## src/rtl/alu_op_sequencer.sv

```systemverilog
// alu_op_sequencer: issue side of the ALU. Decodes MIPS opcode/funct into the
// 3-bit ALU control, holds the ALU operands/control stable for a per-op settle
// window, then registers the ALU result as a valid/ready response.
// Ports:
//   i_clk, i_rst_n (async active-low)
//   request : i_req_valid, o_req_ready, i_req_opcode[5:0], i_req_funct[5:0],
//             i_req_data_a[31:0], i_req_data_b[31:0]
//   ALU     : o_alu_inp_a[31:0], o_alu_inp_b[31:0], o_alu_ctrl[2:0], i_alu_result[31:0]
//   response: o_rsp_valid, i_rsp_ready, o_rsp_result[31:0], o_rsp_zero,
//             o_rsp_illegal, o_rsp_div_zero
//   ALU_SEQ_PERF_EN defined: o_perf_ops[31:0] (response handshakes),
//             o_perf_busy[31:0] (cycles spent in EXEC)
module alu_op_sequencer #(
  parameter int SIMPLE_LAT = 1,
  parameter int MULT_LAT   = 4,
  parameter int DIV_LAT    = 8
) (
  input  logic        i_clk,
  input  logic        i_rst_n,
  input  logic        i_req_valid,
  output logic        o_req_ready,
  input  logic [5:0]  i_req_opcode,
  input  logic [5:0]  i_req_funct,
  input  logic [31:0] i_req_data_a,
  input  logic [31:0] i_req_data_b,
  output logic [31:0] o_alu_inp_a,
  output logic [31:0] o_alu_inp_b,
  output logic [2:0]  o_alu_ctrl,
  input  logic [31:0] i_alu_result,
  output logic        o_rsp_valid,
  input  logic        i_rsp_ready,
  output logic [31:0] o_rsp_result,
  output logic        o_rsp_zero,
  output logic        o_rsp_illegal,
  output logic        o_rsp_div_zero
`ifdef ALU_SEQ_PERF_EN
  ,
  output logic [31:0] o_perf_ops,
  output logic [31:0] o_perf_busy
`endif
);
  localparam int MAX_LAT = (SIMPLE_LAT > MULT_LAT) ?
                           ((SIMPLE_LAT > DIV_LAT) ? SIMPLE_LAT : DIV_LAT) :
                           ((MULT_LAT > DIV_LAT) ? MULT_LAT : DIV_LAT);
  localparam int CW = $clog2(MAX_LAT) + 1;
  localparam logic [1:0] S_IDLE = 2'd0;
  localparam logic [1:0] S_EXEC = 2'd1;
  localparam logic [1:0] S_RESP = 2'd2;
  logic [1:0]    r_state;
  logic [CW-1:0] r_cnt;
  logic [31:0]   r_inp_a, r_inp_b, r_result;
  logic [2:0]    r_ctrl;
  logic          r_illegal, r_div_zero, r_zero;
  logic [2:0]    w_ctrl;
  logic [CW-1:0] w_lat;
  logic          w_accept, w_handshake;
  // 3'b111 is never produced by a legal op, so it doubles as the illegal marker
  always_comb begin
    w_ctrl = 3'b111;
    if (i_req_opcode == 6'h00)
      case (i_req_funct)
        6'h20, 6'h21: w_ctrl = 3'b000;
        6'h22, 6'h23: w_ctrl = 3'b001;
        6'h18:        w_ctrl = 3'b010;
        6'h1A:        w_ctrl = 3'b011;
        6'h24:        w_ctrl = 3'b100;
        6'h25:        w_ctrl = 3'b101;
        6'h26:        w_ctrl = 3'b110;
        default:      w_ctrl = 3'b111;
      endcase
    else
      case (i_req_opcode)
        6'h08, 6'h09, 6'h23, 6'h2B: w_ctrl = 3'b000;
        6'h04, 6'h05:               w_ctrl = 3'b001;
        6'h0C:                      w_ctrl = 3'b100;
        6'h0D:                      w_ctrl = 3'b101;
        6'h0E:                      w_ctrl = 3'b110;
        default:                    w_ctrl = 3'b111;
      endcase
  end
  // counter is loaded with LAT-1 so the capture edge lands exactly LAT edges after accept
  assign w_lat = (w_ctrl == 3'b010) ? CW'(MULT_LAT - 1) :
                 (w_ctrl == 3'b011) ? CW'(DIV_LAT - 1) : CW'(SIMPLE_LAT - 1);
  assign o_req_ready = (r_state == S_IDLE);
  assign o_rsp_valid = (r_state == S_RESP);
  assign w_accept    = i_req_valid & o_req_ready;
  assign w_handshake = o_rsp_valid & i_rsp_ready;
  always_ff @(posedge i_clk or negedge i_rst_n) begin
    if (!i_rst_n) begin
      r_state    <= S_IDLE;
      r_cnt      <= '0;
      r_inp_a    <= '0;
      r_inp_b    <= '0;
      r_ctrl     <= 3'b111;
      r_illegal  <= 1'b0;
      r_div_zero <= 1'b0;
      r_result   <= '0;
      r_zero     <= 1'b0;
    end else if (w_accept) begin
      r_inp_a    <= i_req_data_a;
      r_inp_b    <= i_req_data_b;
      r_ctrl     <= w_ctrl;
      r_illegal  <= (w_ctrl == 3'b111);
      r_div_zero <= (w_ctrl == 3'b011) && (i_req_data_b == '0);
      r_cnt      <= w_lat;
      r_state    <= S_EXEC;
    end else if (r_state == S_EXEC) begin
      if (r_cnt == '0) begin
        r_result <= r_div_zero ? 32'hFFFF_FFFF : i_alu_result;
        r_zero   <= !r_div_zero && (i_alu_result == '0);
        r_state  <= S_RESP;
      end else begin
        r_cnt <= r_cnt - 1'b1;
      end
    end else if (w_handshake) begin
      r_state <= S_IDLE;
    end
  end
  assign o_alu_inp_a    = r_inp_a;
  assign o_alu_inp_b    = r_inp_b;
  assign o_alu_ctrl     = r_ctrl;
  assign o_rsp_result   = r_result;
  assign o_rsp_zero     = r_zero;
  assign o_rsp_illegal  = r_illegal;
  assign o_rsp_div_zero = r_div_zero;
`ifdef ALU_SEQ_PERF_EN
  logic [31:0] r_perf_ops, r_perf_busy;
  always_ff @(posedge i_clk or negedge i_rst_n) begin
    if (!i_rst_n) begin
      r_perf_ops  <= '0;
      r_perf_busy <= '0;
    end else begin
      r_perf_ops  <= r_perf_ops + {31'd0, w_handshake};
      r_perf_busy <= r_perf_busy + {31'd0, (r_state == S_EXEC)};
    end
  end
  assign o_perf_ops  = r_perf_ops;
  assign o_perf_busy = r_perf_busy;
`endif
endmodule

```

## config.mk

```make
export PLATFORM = sky130hd
export DESIGN_NAME = alu_op_sequencer
export DESIGN_NICKNAME = d
export VERILOG_FILES = /design/src/rtl/alu_op_sequencer.sv
export SDC_FILE = /design/constraint.sdc
export NUM_CORES = 1
export LEC_CHECK = 0
export ABC_AREA = 1
export ABC_CLOCK_PERIOD_IN_PS = 1840
export CORE_ASPECT_RATIO = 2
export CORE_MARGIN = 4
export CORE_UTILIZATION = 40
export DETAILED_ROUTE_END_ITERATION = 8
export PLACE_DENSITY = 0.79
export SLEW_MARGIN = 10
export SYNTH_ARGS = -nofsm -noshare
export SYNTH_HDL_FRONTEND = slang
export SYNTH_SLANG_ARGS = --single-unit
```

## constraint.sdc

```tcl
create_clock -name i_clk -period 1.84 [get_ports i_clk]
set_input_delay 0.46 -clock i_clk [delete_from_list [all_inputs] [get_ports i_clk]]
set_output_delay 0.46 -clock i_clk [all_outputs]
set_load 0.02 [all_outputs]
```

# --- Yosys cells after proc, flatten, opt, wreduce, memory -nomap -nowiden ---
# Cells that the tools add are included.
# W data, S select, Z words.
classes:
  add_sub_neg: 1
  n_eq_ne: 25
  n_bitwise: 3
  reduce_logical: 17
  muxes: 13
op_table:
  columns: ["op", "n"]
  rows:
  - ["$logic_not A32 Y1", 2]
  - ["$eq A6 B6 Y1 const B", 9]
  - ["$mux W32", 1]
  - ["$eq A6 B4 Y1 const B", 5]
  - ["$pmux W3 S7", 1]
  - ["$pmux W3 S5", 1]
  - ["$eq A6 B3 Y1 const B", 2]
  - ["$eq A6 B5 Y1 const B", 2]
  - ["$mux W4", 3]
  - ["$mux W3", 3]
  - ["$mux W2", 4]
  - ["$eq A3 B2 Y1 const B", 2]
  - ["$logic_not A6 Y1", 1]
  - ["$reduce_or A2 Y1", 3]
  - ["$logic_not A4 Y1", 1]
  - ["$reduce_and A2 Y1", 2]
  - ["$reduce_or A4 Y1", 1]
  - ["$sub A4 B1 Y4 const B", 1]
  - ["$eq A3 B3 Y1 const B", 1]
  - ["$ne A3 B2 Y1 const B", 1]
  - ["$reduce_and A3 Y1", 1]
  - ["$reduce_bool A3 Y1", 1]
  - ["$and A1 B1 Y1", 2]
  - ["$eq A2 B1 Y1 const B", 1]
  - ["other kinds (7)", 8]
totals:
  regBits: 108

# --- Depth between registers and ports, before layout ---
logic_depth:
  ltp_word: 8
  depth_mapped: 11
  mapped_depth_nobuf: 11

# --- Worst setup path before layout ---
# Ideal clock, no wire load.
synth_path:
  path_kind: "reg2reg"
  startpoint: "register r_cnt[0]"
  endpoint: "register r_result[12], in the netlist o_rsp_result[12]"
  stages_incl_launch_ff: 11
  arrival_time_ns: 1.424
  n_path_buf: 2
  setup_ns: 0.121
  slack_ns: 0.295
  cell_sequence: "dfrtp_1 inv_1 ha_1 inv_1 nor2_2 nand2_1 nor2_4 nand2_2 buf_6 buf_6 o22a_1"
synth_between:
  elab_chain_cells: 2
synth_lines:
  columns: ["item", "line", "source"]
  rows:
  - ["start: declaration", "50", "logic [CW-1:0] r_cnt;"]
  - ["start signal: assignment", "105", "r_cnt <= w_lat;"]
  - ["start signal: assignment", "113", "r_cnt <= r_cnt - 1'b1;"]
  - ["$logic_not A4 Y1", "108", "if (r_cnt == '0) begin"]
  - ["$reduce_and A3 Y1 (no source line)", null, null]
  - ["end signal: assignment", "109", "r_result <= r_div_zero ? 32'hFFFF_FFFF : i_alu_result;"]
  - ["end: declaration", "51", "logic [31:0] r_inp_a, r_inp_b, r_result;"]
# Every way passes these cells.
# A chain may end at the register's enable or synchronous reset.

# --- Worst setup path in the final report ---
layout_path:
  startpoint: "register r_inp_b[15], in the netlist o_alu_inp_b[15]"
  endpoint: "output o_alu_inp_b[15]"
layout_rtl:
  columns: ["item", "line", "source"]
  rows:
  - ["start: declaration", "51", null]
  - ["start signal: assignment", "101", "r_inp_b <= i_req_data_b;"]
  - ["end: declaration", "27", "output logic [31:0] o_alu_inp_b,"]
# No word-level cell between the ends.

==> results summary <==
The post-route clock period utilization is 98.3%. The number of buffer and inverter instances along the worst setup path came out at 1. Among cell families on the critical path, the largest total delay comes from buffers and inverters.

The final count of pins violating max slew is 0. Synthesis instantiated 27 different standard cells from the library. At the end of routability-driven placement, the weighted congestion stood at 0.869.

The area taken by flip-flops and latches is 2710 sq um. The number of standard-cell rows in the floorplan is 55. The synthesized instance count is 514. The clock-pin transition on the worst setup and hold timing paths is 0.08 ns. The post-synthesis sequential element count is 108.

The start-to-end type of the worst setup path is flip-flop to output port. The sequential area share after synthesis is 59.3%. The share of synthesized flip-flops with an asynchronous set or reset came out at 100%. The slew at the pin closest to its max-slew limit is 0.548 ns. The most common flop cell mapped by yosys is sky130_fd_sc_hd__dfrtp_1. The achievable frequency is 553 MHz.

The average size of a mapped cell came out at 8.88 sq um. The TritonCTS clock tree is yes. The number of inserted diodes came out at 0. The floorplan step set the die height to 159 um. The number of enable-type register cells in the synthesized netlist came out at 0.

The maximum number of pins on one net before global-route repair came out at 61. The share of total power dissipated in combinational logic is 9.0%. The number of buffers added to fix hold violations after cts is 0. The minimum setup slack after placement is -0.201 ns. The cell area after synthesis is 4570 sq um. The power density over the cells came out at 648 nW/um^2. The minimum clock period is 1.81 ns. The leakage component of the power is 3.59 nW.

Of the total power, the share spent switching nets is 21.3%. The reported net switching power came out at 1.01 mW. The number of setup violations in the final report came out at 0. STA classifies the critical path endpoint as an output port. Among all stages on the critical path, the largest delay is contributed by sky130_fd_sc_hd__clkdlybuf4s50_1. The run finished with clean final reports. The global-route wire length before repair came out at 22400 um. The number of remaining DRC errors came out at 0. STA classifies the critical path startpoint as a flip-flop.

In this run the remaining antenna-violating nets after routing total 0. The number of antenna violations at the first check in global routing is 0. The area enclosed by the die boundary came out at 13300 sq um. The post-CTS setup-driven buffer insertion count came out at 0. At the end of the flow the core is filled with cells to 65.4%. The wire length after detailed routing is 14100 um.

The via count normalized by instance count came out at 4.97. The total number of vias is 4401. In this run the worst hold path is classified as primary input to async pin. The number of standard cells in the final layout excluding fillers came out at 885. The count of buffers inserted at the top-level ports came out at 215. The signal on the critical path passes through clkdlybuf4s50_1. The overall routing resource usage is 21.0%. The number of global-route vias before repair is 4620. The post-synth net total is 627.

The clock drives 108 sinks. Of the cells placed in the final design, the portion with a size suffix greater than 1 is 9.02%. The detailed-placement wirelength estimate is 11100 um.

Data on the critical path is required at its endpoint by 1.38 ns. The number of buffers inserted during clock tree synthesis came out at 9. The final count of hold timing violations was 0. The first-pass detailed-route iteration total is 5. The multi-input combinational cells in the finished layout cover a total of 1630 sq um.

Data arrives at the worst endpoint at 1.35 ns. The cell-internal power is 3.74 mW. The largest driver fanout on the critical path is 2. The placed cell area came out at 6960 sq um. The CTS H-tree depth came out at 3. VDD sags by at most 0.434 mV. The I/O pin count came out at 216.

The total number of yosys warnings came out at 0. The finished cells cover 7330 sq um. Per report_power, the sequential group accounts for 50.1% of the total. The DRC violation total after the first TritonRoute iteration came out at 171. The total of max-cap violations is 0.

The total global routing overflow is 0. The longest clock path from root to sink contains 2 buffers. The portion of synthesized cell area occupied by the leading cell type came out at 57.6%. In the post-synthesis netlist, the biggest area contributors are sky130_fd_sc_hd__dfrtp_1, sky130_fd_sc_hd__nand2_1, sky130_fd_sc_hd__o22a_1. The layout filler cell count came out at 908. The most frequent cell after synthesis is sky130_fd_sc_hd__nand2_1. The clock share of power came out at 40.9%.

Measured against its own limit, the worst slew margin works out to 63.5%. The cell count after placement came out at 869. The setup slack of the critical path after layout is 0.0313 ns.

The average wire per cell in the routed design is 15.9 um. Summed over all instances, the cell type with the most area after synthesis is sky130_fd_sc_hd__dfrtp_1. The commonest cells after synthesis are sky130_fd_sc_hd__nand2_1, sky130_fd_sc_hd__dfrtp_1, sky130_fd_sc_hd__inv_1, sky130_fd_sc_hd__nor2_1. The tree is rooted in a sky130_fd_sc_hd__clkbuf_16. The region available for standard cell placement spans 11200 sq um. The initial core utilization is 40.7%. The final layout net count came out at 851. The die is 83.5 um wide. The final hold slack came out at 0.0458 ns. The critical path's largest stage delay is 0.66 ns.

The clock insertion delay at the later pin of the skew report is 0.34 ns. The final clock skew came out at 0.00955 ns. The area growth from synthesis to layout is 60.6%.
[cells in the final DEF (no fill, tap or decap), types with 2 or more instances in the layout]
master	count
sky130_fd_sc_hd__a21oi_1	12
sky130_fd_sc_hd__buf_12	3
sky130_fd_sc_hd__buf_4	16
sky130_fd_sc_hd__clkbuf_16	9
sky130_fd_sc_hd__clkdlybuf4s50_1	204
sky130_fd_sc_hd__clkinv_4	2
sky130_fd_sc_hd__dfrtp_1	105
sky130_fd_sc_hd__dfstp_2	3
sky130_fd_sc_hd__dlygate4sd2_1	6
sky130_fd_sc_hd__dlymetal6s2s_1	4
sky130_fd_sc_hd__inv_1	41
sky130_fd_sc_hd__inv_2	5
sky130_fd_sc_hd__inv_6	2
sky130_fd_sc_hd__nand2_1	184
sky130_fd_sc_hd__nand2_2	6
sky130_fd_sc_hd__nand3_1	13
sky130_fd_sc_hd__nand4_1	6
sky130_fd_sc_hd__nor2_1	38
sky130_fd_sc_hd__nor2_2	5
sky130_fd_sc_hd__nor2_4	5
sky130_fd_sc_hd__nor3_1	3
sky130_fd_sc_hd__nor4_1	11
sky130_fd_sc_hd__o21ai_0	23
sky130_fd_sc_hd__o22a_1	23
[worst paths after layout]
kind                                                   from  cells past startpoint  slack (ns)                          end
worst max register to register         r_cnt[0]$_DFFE_PN0P_                     10        0.14  o_rsp_result[3]$_DFFE_PN0P_
worst max-delay path            o_alu_inp_b[15]$_DFFE_PN0P_                      1        0.03              o_alu_inp_b[15]
min in group i_clk              o_alu_inp_a[22]$_DFFE_PN0P_                      2        0.48  o_alu_inp_a[22]$_DFFE_PN0P_
worst min-delay path                                i_rst_n                      1        0.05   o_alu_inp_a[3]$_DFFE_PN0P_
worst min register to register  o_alu_inp_a[22]$_DFFE_PN0P_                      2        0.48  o_alu_inp_a[22]$_DFFE_PN0P_
max in group asynchronous                           i_rst_n                      2        1.23  o_alu_inp_b[29]$_DFFE_PN0P_
[flip-flops by register name (all words and copies together), names as in the netlist, 2 cells and up]
signal        count
o_alu_inp_a      32
o_alu_inp_b      32
o_rsp_result     32
r_cnt             4
o_alu_ctrl        3
r_state           2
[layer usage]
metal | global-route usage, % | share of wire [%]
met5 | 0 | 0
met4 | 10.9 | 4.3
met1 | 20.9 | 33
met2 | 40.5 | 57
met3 | 3.78 | 5.5
[logic make-up (layout without fill, tap and decap cells)]
family | after synthesis | after routing | share of synthesized area (%)
flops | 108 | 108 | 59.3
buf+inv | 67 | 296 | 6.22
simple gates | 275 | 275 | 25.3
fa+ha+maj | 1 | 1 | 0.274
compound gates | 63 | 63 | 8.91
[per-stage QoR]
step	total power [mW]	TNS (ns)
floorplan	2.49	0
global placement	2.84	-0.232
detailed placement	2.85	-0.726
CTS	4.81	0
global route	4.94	-0.00268
finish	4.75	0
[power by group through the flow]
| stage | sequential, mW | clock, mW | combinational (mW) |
|---|---|---|---|
| after floorplan | 2.43 | 0 | 0.0567 |
| after global placement | 2.43 | 0 | 0.412 |
| after detailed placement | 2.43 | 0 | 0.423 |
| after CTS | 2.38 | 2.01 | 0.425 |
| after global routing | 2.38 | 2.09 | 0.462 |
| final | 2.38 | 1.94 | 0.429 |
[repair_timing]
item	in CTS	in global routing
resized for setup	6	17
setup endpoints to repair	6	12
pin swaps	0	1
[area by class of cell]
class | count | area share [%]
well taps | 142 | 2.42
flip-flops and latches | 108 | 36.9
clock buffers | 10 | 3.26
multi-input cells | 339 | 22.2
clock inverters | 6 | 0.956
repair buffers | 234 | 31.9
inverters | 46 | 2.36
No activity file was read; power rests on OpenSTA's default activity.
